**src/rtl/vegeta_tile_scheduler_if.sv**
```systemverilog
`default_nettype none
// +----------------------------------------------------------------------------+
// | vegeta_tile_scheduler_if                                                   |
// | Handshake bundle between the tile scheduler and its host/data-control peers|
// | Revision: 1.0                                                              |
// +----------------------------------------------------------------------------+
interface vegeta_tile_scheduler_if #(
  parameter int TILE_W = 8
);
  logic              start;
  logic [TILE_W-1:0] num_tiles;
  logic              busy;
  logic              done;
  logic              error;
  logic [TILE_W-1:0] tile_index;
  logic              wt_begin_load;
  logic              wt_L1_loaded;
  logic              wt_load_array;
  logic              wt_array_loaded;
  logic              in_start;
  logic              in_done;
  logic              out_start;
  logic              out_done;

  modport master (
    input  start, num_tiles, wt_L1_loaded, wt_array_loaded, in_done, out_done,
    output busy, done, error, tile_index, wt_begin_load, wt_load_array,
           in_start, out_start
  );

  modport slave (
    output start, num_tiles, wt_L1_loaded, wt_array_loaded, in_done, out_done,
    input  busy, done, error, tile_index, wt_begin_load, wt_load_array,
           in_start, out_start
  );
endinterface
`default_nettype wire

```
**src/rtl/vegeta_tile_scheduler.sv**
```systemverilog
`default_nettype none
// +----------------------------------------------------------------------------+
// | vegeta_tile_scheduler                                                      |
// | Sequences weight fill/transfer, activation stream and drain per tile,      |
// | prefetching the next tile's weights into L1 during compute.                |
// | Revision: 1.0                                                              |
// +----------------------------------------------------------------------------+
module vegeta_tile_scheduler #(
  parameter int TILE_W  = 8,
  parameter int TIMEOUT = 65535
) (
  input wire clk,
  input wire rst,
  vegeta_tile_scheduler_if.master bus
);

  localparam logic [16:0]       c_WDOG_LIMIT = 17'(TIMEOUT - 1);
  localparam logic [16:0]       c_WDOG_ONE   = 17'd1;
  localparam logic [TILE_W-1:0] c_ONE        = TILE_W'(1);

  typedef enum logic [2:0] {
    S_IDLE       = 3'd0,
    S_FILL       = 3'd1,
    S_XFER       = 3'd2,
    S_WAIT_OUT   = 3'd3,
    S_COMPUTE    = 3'd4,
    S_LAST_DRAIN = 3'd5,
    S_FINISH     = 3'd6,
    S_ERROR      = 3'd7
  } state_t;

  state_t            r_state;
  logic [TILE_W-1:0] r_num_tiles;
  logic [TILE_W-1:0] r_tile_index;
  logic              r_l1_full;
  logic              r_pf_pending;
  logic              r_out_busy;
  logic [16:0]       r_wdog;
  logic              r_busy;
  logic              r_done;
  logic              r_error;
  logic              r_wt_begin_load;
  logic              r_wt_load_array;
  logic              r_in_start;
  logic              r_out_start;

  logic w_wait_state;
  logic w_l1_hit;
  logic w_out_free;
  logic w_last;
  logic w_timeout;

  assign w_wait_state = (r_state == S_FILL) || (r_state == S_XFER) ||
                        (r_state == S_WAIT_OUT) || (r_state == S_COMPUTE) ||
                        (r_state == S_LAST_DRAIN);
  // Same-cycle input pulses count as already captured so responses stay 1 cycle late.
  assign w_l1_hit   = r_l1_full | bus.wt_L1_loaded;
  assign w_out_free = ~r_out_busy | bus.out_done;
  assign w_last     = (r_tile_index == (r_num_tiles - c_ONE));
  assign w_timeout  = w_wait_state && (r_wdog == c_WDOG_LIMIT);

  always_ff @(posedge clk or posedge rst) begin
    if (rst) begin
      r_state         <= S_IDLE;
      r_num_tiles     <= '0;
      r_tile_index    <= '0;
      r_l1_full       <= 1'b0;
      r_pf_pending    <= 1'b0;
      r_out_busy      <= 1'b0;
      r_wdog          <= '0;
      r_busy          <= 1'b0;
      r_done          <= 1'b0;
      r_error         <= 1'b0;
      r_wt_begin_load <= 1'b0;
      r_wt_load_array <= 1'b0;
      r_in_start      <= 1'b0;
      r_out_start     <= 1'b0;
    end else begin
      r_wt_begin_load <= 1'b0;
      r_wt_load_array <= 1'b0;
      r_in_start      <= 1'b0;
      r_out_start     <= 1'b0;
      r_done          <= 1'b0;
      r_wdog          <= w_wait_state ? (r_wdog + c_WDOG_ONE) : '0;

      if (bus.wt_L1_loaded && ((r_state == S_FILL) || r_pf_pending)) begin
        r_l1_full    <= 1'b1;
        r_pf_pending <= 1'b0;
      end
      if (bus.out_done) begin
        r_out_busy <= 1'b0;
      end

      if (w_timeout) begin
        r_state      <= S_ERROR;
        r_wdog       <= '0;
        r_pf_pending <= 1'b0;
        r_l1_full    <= 1'b0;
        r_out_busy   <= 1'b0;
        r_busy       <= 1'b0;
        r_error      <= 1'b1;
      end else begin
        case (r_state)
          S_IDLE: begin
            if (bus.start) begin
              r_num_tiles  <= bus.num_tiles;
              r_error      <= 1'b0;
              r_tile_index <= '0;
              r_busy       <= 1'b1;
              if (bus.num_tiles == '0) begin
                r_state <= S_FINISH;
              end else begin
                r_wt_begin_load <= 1'b1;
                r_state         <= S_FILL;
              end
            end
          end
          S_FILL: begin
            if (w_l1_hit) begin
              r_wt_load_array <= 1'b1;
              r_l1_full       <= 1'b0;
              r_wdog          <= '0;
              r_state         <= S_XFER;
            end
          end
          S_XFER: begin
            // The array now holds this tile, so L1 is free for the next one.
            if (bus.wt_array_loaded) begin
              if (!w_last) begin
                r_wt_begin_load <= 1'b1;
                r_pf_pending    <= 1'b1;
              end
              r_wdog  <= '0;
              r_state <= S_WAIT_OUT;
            end
          end
          S_WAIT_OUT: begin
            if (w_out_free) begin
              r_in_start <= 1'b1;
              r_wdog     <= '0;
              r_state    <= S_COMPUTE;
            end
          end
          S_COMPUTE: begin
            if (bus.in_done) begin
              r_out_start <= 1'b1;
              r_out_busy  <= 1'b1;
              r_wdog      <= '0;
              if (w_last) begin
                r_state <= S_LAST_DRAIN;
              end else begin
                r_tile_index <= r_tile_index + c_ONE;
                r_state      <= S_FILL;
              end
            end
          end
          S_LAST_DRAIN: begin
            if (w_out_free) begin
              r_wdog  <= '0;
              r_state <= S_FINISH;
            end
          end
          S_FINISH: begin
            r_done  <= 1'b1;
            r_busy  <= 1'b0;
            r_state <= S_IDLE;
          end
          S_ERROR: begin
            r_busy  <= 1'b0;
            r_error <= 1'b1;
            r_state <= S_IDLE;
          end
          default: begin
            r_state <= S_IDLE;
          end
        endcase
      end
    end
  end

  assign bus.busy          = r_busy;
  assign bus.done          = r_done;
  assign bus.error         = r_error;
  assign bus.tile_index    = r_tile_index;
  assign bus.wt_begin_load = r_wt_begin_load;
  assign bus.wt_load_array = r_wt_load_array;
  assign bus.in_start      = r_in_start;
  assign bus.out_start     = r_out_start;

endmodule
`default_nettype wire

```
**src/flat_wrapper.sv**
```systemverilog
// flat-port wrapper written by rule: the top's interface ports become plain ports
module vegeta_tile_scheduler_flat 
#(
  parameter int TILE_W  = 8,
  parameter int TIMEOUT = 65535
)
  (clk, rst, bus_start, bus_num_tiles, bus_wt_L1_loaded, bus_wt_array_loaded, bus_in_done, bus_out_done, bus_busy, bus_done, bus_error, bus_tile_index, bus_wt_begin_load, bus_wt_load_array, bus_in_start, bus_out_start);
  vegeta_tile_scheduler_if #(.TILE_W(TILE_W)) bus_i ();
  input wire clk;
  input wire rst;
  input wire logic [$bits(bus_i.start)-1:0] bus_start;
  input wire logic [$bits(bus_i.num_tiles)-1:0] bus_num_tiles;
  input wire logic [$bits(bus_i.wt_L1_loaded)-1:0] bus_wt_L1_loaded;
  input wire logic [$bits(bus_i.wt_array_loaded)-1:0] bus_wt_array_loaded;
  input wire logic [$bits(bus_i.in_done)-1:0] bus_in_done;
  input wire logic [$bits(bus_i.out_done)-1:0] bus_out_done;
  output wire logic [$bits(bus_i.busy)-1:0] bus_busy;
  output wire logic [$bits(bus_i.done)-1:0] bus_done;
  output wire logic [$bits(bus_i.error)-1:0] bus_error;
  output wire logic [$bits(bus_i.tile_index)-1:0] bus_tile_index;
  output wire logic [$bits(bus_i.wt_begin_load)-1:0] bus_wt_begin_load;
  output wire logic [$bits(bus_i.wt_load_array)-1:0] bus_wt_load_array;
  output wire logic [$bits(bus_i.in_start)-1:0] bus_in_start;
  output wire logic [$bits(bus_i.out_start)-1:0] bus_out_start;
  assign bus_i.start = bus_start;
  assign bus_i.num_tiles = bus_num_tiles;
  assign bus_i.wt_L1_loaded = bus_wt_L1_loaded;
  assign bus_i.wt_array_loaded = bus_wt_array_loaded;
  assign bus_i.in_done = bus_in_done;
  assign bus_i.out_done = bus_out_done;
  assign bus_busy = bus_i.busy;
  assign bus_done = bus_i.done;
  assign bus_error = bus_i.error;
  assign bus_tile_index = bus_i.tile_index;
  assign bus_wt_begin_load = bus_i.wt_begin_load;
  assign bus_wt_load_array = bus_i.wt_load_array;
  assign bus_in_start = bus_i.in_start;
  assign bus_out_start = bus_i.out_start;
  vegeta_tile_scheduler #(.TILE_W(TILE_W), .TIMEOUT(TIMEOUT)) u_core (.clk(clk), .rst(rst), .bus(bus_i));
endmodule
```
**config.mk**
```make
export PLATFORM = sky130hd
export DESIGN_NAME = vegeta_tile_scheduler_flat
export DESIGN_NICKNAME = d
export VERILOG_FILES = /design/src/rtl/vegeta_tile_scheduler_if.sv /design/src/rtl/vegeta_tile_scheduler.sv /design/src/flat_wrapper.sv
export SDC_FILE = /design/constraint.sdc
export NUM_CORES = 1
export LEC_CHECK = 0
export CAP_MARGIN = 40
export CELL_PAD_IN_SITES_DETAIL_PLACEMENT = 0
export CELL_PAD_IN_SITES_GLOBAL_PLACEMENT = 1
export CORE_MARGIN = 8
export CORE_UTILIZATION = 44
export CTS_BUF_LIST = sky130_fd_sc_hd__clkbuf_4
export DETAILED_ROUTE_END_ITERATION = 10
export PLACE_DENSITY = 0.91
export SYNTH_ARGS = -nofsm -noshare
export SYNTH_HDL_FRONTEND = slang
export SYNTH_SLANG_ARGS = --single-unit
```
**constraint.sdc**
```tcl
create_clock -name clk -period 3.5 [get_ports clk]
set_input_delay 0.525 -clock clk [delete_from_list [all_inputs] [get_ports clk]]
set_output_delay 0.525 -clock clk [all_outputs]
set_load 0.01 [all_outputs]
```
# Yosys cells after proc, flatten, opt, wreduce, memory -nomap -nowiden
# Cells that the tools add are included.
word_totals:
  ff_bits: 46
  inputBits: 15
  output_inout_bits: 15
  word_cells: 115
op_classes:
  addsub: 3
  n_eq_ne: 18
  muxes: 57
  n_bitwise: 4
  n_reduce_logical: 19
op_table:
  columns: ["operator", "count"]
  rows:
  - ["$mux 17", 6]
  - ["$pmux 17 s4", 1]
  - ["$mux 1", 33]
  - ["$mux 3", 9]
  - ["$mux 8", 3]
  - ["$pmux 3 s7", 1]
  - ["$add 17x1->17 const B", 1]
  - ["$eq 17x16->1 const B", 1]
  - ["$pmux 8 s2", 1]
  - ["$eq 3x3->1 const B", 4]
  - ["$ne 3x1->1 const B", 3]
  - ["$ne 3x2->1 const B", 3]
  - ["$add 8x1->8 const B", 1]
  - ["$eq 8x8->1", 1]
  - ["$logic_not 8->1", 1]
  - ["$sub 8x1->8 const B", 1]
  - ["$eq 3x2->1 const B", 2]
  - ["$ne 2x2->1 const B", 3]
  - ["$pmux 1 s2", 3]
  - ["$reduce_and 6->1", 1]
  - ["$reduce_bool 3->1", 2]
  - ["$logic_or 1x1->1", 5]
  - ["$reduce_and 5->1", 1]
  - ["$reduce_and 2->1", 2]
  - ["other kinds (8)", 12]

# Depth between registers and ports, before layout
# Gate-level depths: netlist of the first run.
logic_depth:
  depth_word: 9
  mapped_depth: 9
  ltp_nobuf: 8

# Worst setup path after synthesis of the first run
# No wires, ideal clock.
synth_path:
  path_type: "register -> register"
  startpoint: "register u_core.r_num_tiles[0]"
  endpoint: "register u_core.r_tile_index[2], in the netlist u_core.bus.tile_index[2]"
  setup_time_ps: 79
  arrival_ps: 2321
  required_ps: 3421
  slack_ps: 1100
  path_stages_with_launch: 10
  path_buffers: 1
  synth_period_minus_slack_ps: 2400
  cell_sequence: "dfrtp_1 -> inv_1 -> ha_1 -> or3b_1 -> or3_1 -> xnor2_1 -> or3_1 -> buf_6 -> o211ai_2 -> mux2i_1"
synth_between:
  elab_chain_len: 4
synth_rtl:
  columns: ["element", "line", "text"]
  rows:
  - ["from (decl)", "vegeta_tile_scheduler.sv:33", "logic [TILE_W-1:0] r_num_tiles;"]
  - ["from (signal assigned)", "vegeta_tile_scheduler.sv:106", "r_num_tiles <= bus.num_tiles;"]
  - ["$sub 8x1->8", "vegeta_tile_scheduler.sv:59", "assign w_last = (r_tile_index == (r_num_tiles - c_ONE));"]
  - ["$eq 8x8->1", "vegeta_tile_scheduler.sv:59", null]
  - ["$ne 2x2->1 (no line)", null, null]
  - ["$reduce_and 5->1 (no line)", null, null]
  - ["to (signal assigned)", "vegeta_tile_scheduler.sv:152", "r_tile_index <= r_tile_index + c_ONE;"]
  - ["to (decl)", "vegeta_tile_scheduler.sv:34", "logic [TILE_W-1:0] r_tile_index;"]
# Every way passes these cells.
# A chain may end at the register's enable or synchronous reset.

# Final worst setup path of the first run
# Same ends and word-level chain as after synthesis.

==> impl_metrics.json, run 1 <==
{
  "cp.required_ns": 3.80,
  "cts-htree-levels": 2,
  "fp.dieW_um": 92.6,
  "cts_tree": "yes",
  "p_leak_nw": 1.38,
  "layout_commonest_cell": "dfrtp_1",
  "syn_avg_cell_area_um2": 9.23,
  "antenna_found_initial": 0,
  "drt_iter0_drc": 80,
  "min_period_ns": 2.60,
  "cp_top_family": "simple AND/OR/NAND/NOR gates",
  "drt_wl_total_um": 5490,
  "synthToLayoutAreaGrowth_pct": 16.7,
  "hold_violations": 0,
  "grt_pass1_vias": 1947,
  "synth_top_family_by_area": "simple AND/OR/NAND/NOR gates",
  "fmax_mhz": 385,
  "hpwl_um": 4090,
  "synth_fp_nets": 299,
  "async_flop_share_pct": 100,
  "drive_above_1_share_pct": 6.21,
  "yosys_warnings": 0,
  "setup_ws_ns": 0.904,
  "synth_seq_cells": 46,
  "ctsHoldBuffers": 0,
  "yosysSeqAreaShare_pct": 44.6,
  "clkSlewWorstSetupHoldPaths_ns": 0.15,
  "peakVddDrop_uv": 237,
  "post-place-ws_ns": 0.909,
  "cts-resized-gates": 0,
  "rr_worst_depth": 8,
  "ant_nets": 0,
  "setup_viol": 0,
  "start_util_pct": 44.7,
  "power_density_nw_per_um2": 644,
  "crit_arrival_ns": 2.90,
  "vias": 2038,
  "path_max_fanout": 7,
  "rsz0062_at_grt": "no",
  "fin_skew_ns": 0.0132,
  "synth_ff_type": "dfrtp_1",
  "grt_usage_pct": 13.6,
  "cp.buffers_inverters": 1,
  "ys_types": 48,
  "portBuffers": 29,
  "worstSetupPathType": "reg -> reg",
  "final_max_slew_viol_count": 0,
  "die_h_um": 92.6,
  "tns_ns": 0,
  "fin_total_pwr_mw": 1.94,
  "clk-insertion-delay-late_ns": 0.36,
  "crit_chain": "inv_1 -> ha_1 -> or3b_1 -> or3_1 -> xnor2_1 -> or3_1 -> o211ai_2 -> mux2i_1",
  "core_um2": 5780,
  "synth_cells": 280,
  "vias_per_cell": 5.35,
  "synthAdderAreaFrac_pct": 1.94,
  "num_io_pins": 30,
  "min_period_over_period_pct": 74.2,
  "ctsLongestPathBuffers": 2,
  "r2r_end": "u_core.bus.tile_index[2]",
  "critical-path-slowest-cell": "or3_1",
  "cpPeakStageDelay_ns": 0.52,
  "r2r_slack_ns": 0.90,
  "synth_xor_area_share_pct": 7.80,
  "timing.rr.start": "u_core.r_num_tiles[0]",
  "cts_root_buf": "clkbuf_4",
  "tightest_slew_ns": 0.647,
  "synth_compound_area_share_pct": 13.0,
  "routabilityCongestion": 0.801,
  "die_area_um2": 8580,
  "crit_top_cell": "or3_1",
  "post_cts_buffers": 0,
  "diodes": 0,
  "final_cell_mix": "46 x dfrtp_1, 37 x nand2_1, 31 x nor2_1",
  "grt_overflow": 0,
  "hold_path.class": "in -> async",
  "synthSimpleGateAreaFrac_pct": 25.0,
  "cp-start-kind": "flip-flop",
  "firstDrtPassIters": 4,
  "utilization_pct": 52.2,
  "grt_max_degree": 32,
  "maxCapViolCount": 0,
  "wl_per_cell_um": 14.4,
  "synth_edf_count": 0,
  "layout.nets": 324,
  "fill_cells": 571,
  "outcome": "completed",
  "row_count": 28,
  "drcViolationCount": 0,
  "netlist_area_um2": 2580,
  "cts_sinks": 46,
  "cts_buffers": 5,
  "grt_pass1_wl_um": 9540,
  "endpoint_kind": "flip-flop",
  "muxShareOfSynthArea_pct": 3.92,
  "slew_headroom_pct": 56.7
}
## routing by layer
| layer | vias to the layer above | wire (µm) | GRT usage, % |
|---|---|---|---|
| met3 | 8 | 285 | 3.72 |
| met1 | 965 | 2610 | 18.5 |
| met4 | 0 | 83 | 4.43 |
| met2 | 35 | 2500 | 20.6 |
| met5 | - | 0 | 0 |
| li1 | 1030 | - | - |
## worst reg2reg max path, stage by stage, from the launching register on
cell and delay (ns):
dfrtp_1 0.44, inv_1 0.09, ha_1 0.22, or3b_1 0.40
or3_1 0.33, xnor2_1 0.14, or3_1 0.52, o211ai_2 0.21
mux2i_1 0.20
## cells in the mapped netlist (2+ instances only)
| cell | n | area, µm² |
|---|---|---|
| o21ai_1 | 6 | 30.0 |
| o22ai_1 | 2 | 12.5 |
| or3_1 | 3 | 18.8 |
| o211ai_2 | 2 | 25.0 |
| o31ai_1 | 2 | 15.0 |
| nor4_1 | 2 | 12.5 |
| o211a_1 | 3 | 30.0 |
| ha_1 | 4 | 50.1 |
| nand2_1 | 37 | 139 |
| nand3_1 | 8 | 40.0 |
| nand4_1 | 6 | 37.5 |
| xor2_1 | 16 | 140 |
| mux2i_1 | 9 | 90.1 |
| clkbuf_1 | 8 | 30.0 |
| dfrtp_1 | 46 | 1150 |
| buf_2 | 3 | 15.0 |
| or2_2 | 2 | 12.5 |
| inv_1 | 10 | 37.5 |
| xnor2_1 | 7 | 61.3 |
| a21oi_1 | 11 | 55.1 |
| nor2b_1 | 2 | 12.5 |
| nor4bb_1 | 3 | 30.0 |
| nand2b_1 | 6 | 37.5 |
| and3_1 | 7 | 43.8 |
| nor3b_1 | 3 | 22.5 |
| o21ai_0 | 10 | 50.1 |
| nor2_1 | 31 | 116 |
| nor3_1 | 4 | 20.0 |
| and4_1 | 8 | 70.1 |
## metrics by stage
| step | instances | cell area, µm² | hold slack (ns) |
|---|---|---|---|
| floorplan | 280 | 2580 | 0.467 |
| global placement | 372 | 2910 | 0.480 |
| detailed placement | 373 | 2930 | 0.485 |
| CTS | 381 | 3020 | 0.419 |
| global route | 381 | 3020 | 0.459 |
| finish | 381 | 3020 | 0.421 |
## cells by family (layout without fill, tap and decap cells)
kind of cell | after synthesis | after routing
compound gates | 48 | 48
xor+xnor | 23 | 23
fa+ha+maj | 4 | 4
buf+inv | 23 | 49
flops | 46 | 46
mux | 10 | 10
simple gates | 126 | 126
## worst max-delay path by stage
stage / depth (start not counted) / to / slack, ns / start
final: 8 / u_core.bus.tile_index[2] / 0.90 / u_core.r_num_tiles[0]
after global routing: 8 / u_core.bus.tile_index[2] / 0.75 / u_core.r_num_tiles[0]
after CTS: 8 / u_core.bus.tile_index[3] / 0.88 / u_core.r_num_tiles[0]
after detailed placement: 8 / u_core.bus.tile_index[7] / 0.91 / u_core.r_num_tiles[0]
after global placement: 8 / u_core.bus.tile_index[5] / 1.00 / u_core.r_num_tiles[0]
after floorplan: 9 / u_core.bus.tile_index[2] / 1.10 / u_core.r_num_tiles[0]
## sequential cells by signal, indices dropped and copies added, names as in the netlist, 3 cells and up
signal and cells:
u_core.r_state 3, u_core.r_num_tiles 8, u_core.bus.tile_index 8, u_core.r_wdog 17
## where the power goes
group          leakage [nW]  internal, mW  switching [mW]
Sequential            0.616         0.648           0.171
Combinational         0.719         0.360           0.429
Clock                0.0456         0.152           0.183
Total                  1.38          1.16           0.783
## cell type report
class                           instances  area (µm²)  share of cell area, %
Multi-Input combinational cell        211        1330                   44.2
Sequential cell                        46        1150                   38.2
Timing Repair Buffer                   31         318                   10.5
Tap cell                               75        93.8                   3.11
Clock inverter                          3        43.8                   1.45
Clock buffer                            5        37.5                   1.24
Inverter                               10        37.5                   1.24
(Power assumes the default switching activity.)
==> run 2, diff against run 1 <==
- clock period: 3.5 -> 2.5 ns (I/O delays scaled with it)
==> run 2 against run 1 <==
Global-route usage decreased by 0.52 points. Via count increased by 2.8%. Cell count increased by 1.6%. Core utilization increased by 0.54 points. Power increased by 39%. Sequential power increased by 34%. Critical path depth unchanged. First-iteration DRC count increased by 16%. Sequential cell count unchanged. Sequential share of layout area decreased by 0.39 points. Critical path type unchanged. Highest routed layer unchanged.
==> impl_metrics.json, run 2 (synthesized netlist as in run 1, its figures left out) <==
{
  "hpwl_um": 3980,
  "fin_area_um2": 3050,
  "endpoint_kind": "flip-flop",
  "grt_overflow": 0,
  "vias_per_cell": 5.41,
  "antenna_found_initial": 0,
  "fmax_mhz": 423,
  "clkSlewWorstSetupHoldPaths_ns": 0.15,
  "power_density_nw_per_um2": 888,
  "maxCapViolCount": 0,
  "hold_violations": 0,
  "fin_total_pwr_mw": 2.71,
  "rr_worst_depth": 8,
  "row_count": 28,
  "cp.required_ns": 2.79,
  "cts-htree-levels": 2,
  "min_period_over_period_pct": 94.5,
  "post_cts_buffers": 0,
  "rsz0062_at_grt": "no",
  "ant_nets": 0,
  "fp.dieW_um": 92.6,
  "final_max_slew_viol_count": 0,
  "crit_arrival_ns": 2.65,
  "drt_iter0_drc": 93,
  "final_cell_mix": "46 x dfrtp_1, 37 x nand2_1, 31 x nor2_1",
  "diodes": 0,
  "cts_tree": "yes",
  "critical-path-slowest-cell": "or3_4",
  "p_leak_nw": 1.40,
  "peakVddDrop_uv": 350,
  "wl_per_cell_um": 14.4,
  "largest_register": "u_core.r_wdog",
  "drive_above_1_share_pct": 8.65,
  "core_um2": 5780,
  "r2r_end": "u_core.bus.tile_index[2]",
  "post-place-ws_ns": 0.0482,
  "start_util_pct": 44.7,
  "setup_ws_ns": 0.138,
  "crit_chain": "inv_1 -> ha_1 -> or3b_1 -> or3_1 -> xnor2_1 -> or3_4 -> o211ai_2 -> mux2i_1",
  "worstSetupPathType": "reg -> reg",
  "routabilityCongestion": 0.792,
  "fin_skew_ns": 0.0204,
  "setup_viol": 0,
  "die_h_um": 92.6,
  "cts_sinks": 46,
  "cts_root_buf": "clkbuf_4",
  "vias": 2095,
  "grt_usage_pct": 13.1,
  "slew_headroom_pct": 58.5,
  "die_area_um2": 8580,
  "drt_wl_total_um": 5570,
  "drcViolationCount": 0,
  "layout_commonest_cell": "dfrtp_1",
  "cts_buffers": 5,
  "timing.rr.start": "u_core.r_num_tiles[0]",
  "clk-insertion-delay-late_ns": 0.36,
  "largest_reg_flops": 17,
  "hold_path.class": "in -> async",
  "grt_pass1_vias": 1962,
  "ctsLongestPathBuffers": 2,
  "dpl_cell_area_um2": 2980,
  "path_max_fanout": 7,
  "layout.nets": 330,
  "outcome": "completed",
  "tns_ns": 0,
  "portBuffers": 29,
  "r2r_slack_ns": 0.14,
  "cp-start-kind": "flip-flop",
  "grt_max_degree": 47,
  "grt_pass1_wl_um": 9240,
  "cpPeakStageDelay_ns": 0.43,
  "num_io_pins": 30,
  "min_period_ns": 2.36,
  "firstDrtPassIters": 4,
  "synthToLayoutAreaGrowth_pct": 17.9,
  "tightest_slew_ns": 0.621
}
-- run 2: changes by cell type in the layout (fill, tap and decap cells not counted), sizes merged --
cell	change
buf	+6
bufinv	-1
clkbuf	+1
clkinv	+1
inv	-1
-- run 2: worst max-delay path: cells and delay by family, from the launching register on --
| kind | cells | cell delay (ns) |
|---|---|---|
| AOI/OAI and AO/OA | 1 | 0.17 |
| buffers and inverters | 1 | 0.07 |
| DFF | 1 | 0.40 |
| adders and majority gates | 1 | 0.15 |
| xor gates and xnor gates | 1 | 0.15 |
| muxes | 1 | 0.20 |
| and+or+nand+nor | 3 | 1.15 |
-- run 2: cell type report --
| cell class | instances | area (µm²) |
|---|---|---|
| clock inverter | 2 | 13.8 |
| multi-input combinational | 211 | 1340 |
| tap | 75 | 93.8 |
| timing repair buffer | 37 | 363 |
| fill | 560 | 2730 |
| clock buffer | 6 | 45.0 |
| inverter | 10 | 37.5 |
| sequential | 46 | 1150 |
-- run 2: power breakdown --
part	total, mW	internal [mW]	switching, mW	leakage [nW]
sequential	1.10	0.908	0.194	0.616
combinational	1.24	0.566	0.671	0.751
clock	0.367	0.122	0.245	0.0356
-- run 2: metrics by stage --
| step | utilization [%] | hold slack [ns] | cells |
|---|---|---|---|
| 2_1_floorplan | - | 0.467 | 280 |
| 3_3_place_gp | 51.5 | 0.484 | 379 |
| 3_5_place_dp | 51.5 | 0.489 | 379 |
| 4_1_cts | 52.6 | 0.336 | 387 |
| 5_1_grt | 52.7 | 0.353 | 387 |
| 6_report | 52.7 | 0.344 | 387 |
-- run 2: worst max-delay path by stage --
stage	start	end	slack (ns)	depth (start not counted)
final	u_core.r_num_tiles[0]	u_core.bus.tile_index[2]	0.14	8
after global placement	u_core.r_num_tiles[0]	u_core.bus.tile_index[5]	0.11	8
after floorplan	u_core.r_num_tiles[0]	u_core.bus.tile_index[2]	0.1	9
after detailed placement	u_core.r_num_tiles[1]	u_core.bus.tile_index[2]	0.05	8
after CTS	u_core.r_num_tiles[0]	u_core.bus.tile_index[2]	0.02	8
after global routing	u_core.r_num_tiles[0]	u_core.bus.tile_index[2]	0.01	8
-- run 2: timing repair --
action                                 4_1_cts  5_1_grt
hold buffers                                 0        0
setup endpoints to repair                    0        9
endpoints found under the hold margin        0        0
gates resized for setup                      0        2
-- run 2: layer usage --
layer  track usage (%)  up-vias  part of all wire [%]
met5                 0        -                     0
li1                  -     1046                     -
met3              3.40        6                   4.3
met4              3.62        0                  0.99
met1              17.4     1008                    48
met2              20.6       35                    47
==> run 3, diff against run 2 <==
- PLACE_DENSITY: 0.91 -> 0.9
- SLEW_MARGIN: default -> 20
==> run 3 against run 2 <==
Clock power increased by 29%. First-iteration DRC count down 19%. Maximum frequency grew 0.12%. Cell count increased by 0.26%. Core utilization is 0.30 points higher. Critical path type unchanged. Critical endpoint is now u_core.bus.tile_index[5]. Largest cell class unchanged. Highest routed layer unchanged.
==> impl_metrics.json, run 3 (synthesized netlist as in run 1, its figures left out) <==
{
  "final_max_slew_viol_count": 0,
  "cp-start-kind": "flip-flop",
  "endpoint_kind": "flip-flop",
  "timing.rr.start": "u_core.r_num_tiles[1]",
  "grt_max_degree": 18,
  "fp.dieW_um": 92.6,
  "final_cell_mix": "46 x dfrtp_1, 37 x nand2_1, 31 x nor2_1",
  "critical-path-slowest-cell": "or3_4",
  "crit_start": "u_core.r_num_tiles[1]",
  "synthToLayoutAreaGrowth_pct": 18.6,
  "grt_pass1_vias": 2046,
  "diodes": 0,
  "cts_buffers": 5,
  "power_density_nw_per_um2": 919,
  "grt_usage_pct": 13.5,
  "fin_skew_ns": 0.0209,
  "hold_violations": 0,
  "crit_arrival_ns": 2.67,
  "rsz0062_at_grt": "no",
  "largest_register": "u_core.r_wdog",
  "grt_overflow": 0,
  "row_count": 28,
  "r2r_end": "u_core.bus.tile_index[5]",
  "worstSetupPathType": "reg -> reg",
  "wl_per_cell_um": 14.5,
  "die_area_um2": 8580,
  "layout.nets": 331,
  "cts_tree": "yes",
  "firstDrtPassIters": 4,
  "min_period_ns": 2.36,
  "layout_commonest_cell": "dfrtp_1",
  "fmax_mhz": 424,
  "fin_area_um2": 3060,
  "post-place-ws_ns": 0.0502,
  "largest_reg_flops": 17,
  "register_area_um2": 1150,
  "peakVddDrop_uv": 358,
  "die_h_um": 92.6,
  "drt_wl_total_um": 5610,
  "clkSlewWorstSetupHoldPaths_ns": 0.15,
  "cts_root_buf": "clkbuf_4",
  "drive_above_1_share_pct": 8.95,
  "core_um2": 5780,
  "cts_sinks": 46,
  "cts-htree-levels": 2,
  "fin_total_pwr_mw": 2.82,
  "portBuffers": 29,
  "grt_pass1_wl_um": 9560,
  "drt_iter0_drc": 75,
  "routabilityCongestion": 0.783,
  "crit_chain": "inv_1 -> ha_1 -> or3b_4 -> or3_1 -> xnor2_1 -> or3_4 -> o21ai_1 -> mux2i_1",
  "r2r_slack_ns": 0.14,
  "p_leak_nw": 1.41,
  "drcViolationCount": 0,
  "setup_viol": 0,
  "outcome": "completed",
  "min_period_over_period_pct": 94.4,
  "post_cts_buffers": 0,
  "vias": 2118,
  "multiInputGateArea_um2": 1340,
  "setup_ws_ns": 0.141,
  "cp.required_ns": 2.81,
  "rr_worst_depth": 8,
  "ant_nets": 0,
  "num_io_pins": 30,
  "slew_headroom_pct": 60.6,
  "cpPeakStageDelay_ns": 0.44,
  "utilization_pct": 53.0,
  "start_util_pct": 44.7,
  "hold_path.class": "in -> async",
  "fill_cells": 540,
  "tightest_slew_ns": 0.589,
  "hpwl_um": 4160,
  "ctsLongestPathBuffers": 2,
  "maxCapViolCount": 0,
  "clk-insertion-delay-late_ns": 0.37,
  "dpl_cell_area_um2": 2970,
  "antenna_found_initial": 0,
  "tns_ns": 0,
  "vias_per_cell": 5.46,
  "cp-endpoint": "u_core.bus.tile_index[5]",
  "path_max_fanout": 7
}
## run 3: worst min-delay path by stage
stage                                from               endpoint  cells after the start
floorplan           u_core.r_num_tiles[7]  u_core.r_num_tiles[7]                      2
global placement    u_core.r_num_tiles[7]  u_core.r_num_tiles[7]                      2
detailed placement  u_core.r_num_tiles[7]  u_core.r_num_tiles[7]                      2
CTS                                   rst        u_core.bus.busy                      2
global route                          rst        u_core.bus.busy                      2
finish                                rst        u_core.bus.busy                      2
## run 3: timing repair
item / in CTS / in global routing
hold buffers: 0 / 0
endpoints found under the setup margin: 0 / 9
resized for setup: 0 / 2
## run 3: layout make-up
type                       instances  area share [%]
inverter                          10            1.22
timing repair buffer              38            11.7
clock inverter                     1           0.980
sequential                        46            37.6
tap                               75            3.06
multi-input combinational        211            43.8
clock buffer                       7            1.71
## run 3: stage by stage
stage,hold WS (ns),cells
floorplan,0.467,280
global route,0.290,388
detailed placement,0.488,380
global placement,0.487,380
finish,0.271,388
CTS,0.280,388
## run 3: worst max-delay path: cells and delay by family (launching register included)
family / cells / cell delay [ns]
AOI/OAI and AO/OA: 1 / 0.17
DFF: 1 / 0.41
and+or+nand+nor: 3 / 1.16
buffers and inverters: 1 / 0.08
xor gates and xnor gates: 1 / 0.15
adders and majority gates: 1 / 0.16
muxes: 1 / 0.19
## run 3: where the power goes
group | total, mW | switching (mW) | internal [mW]
logic | 1.28 | 0.706 | 0.570
registers | 1.06 | 0.156 | 0.909
clock network | 0.475 | 0.241 | 0.234
total | 2.82 | 1.10 | 1.71
## run 3: routing by layer
layer | GRT usage, % | part of all wire [%] | wire [µm]
met3 | 3.64 | 4.5 | 255
met2 | 21.7 | 46 | 2570
met4 | 4.43 | 1.4 | 81
met1 | 17.3 | 48 | 2700
met5 | 0 | 0 | 0
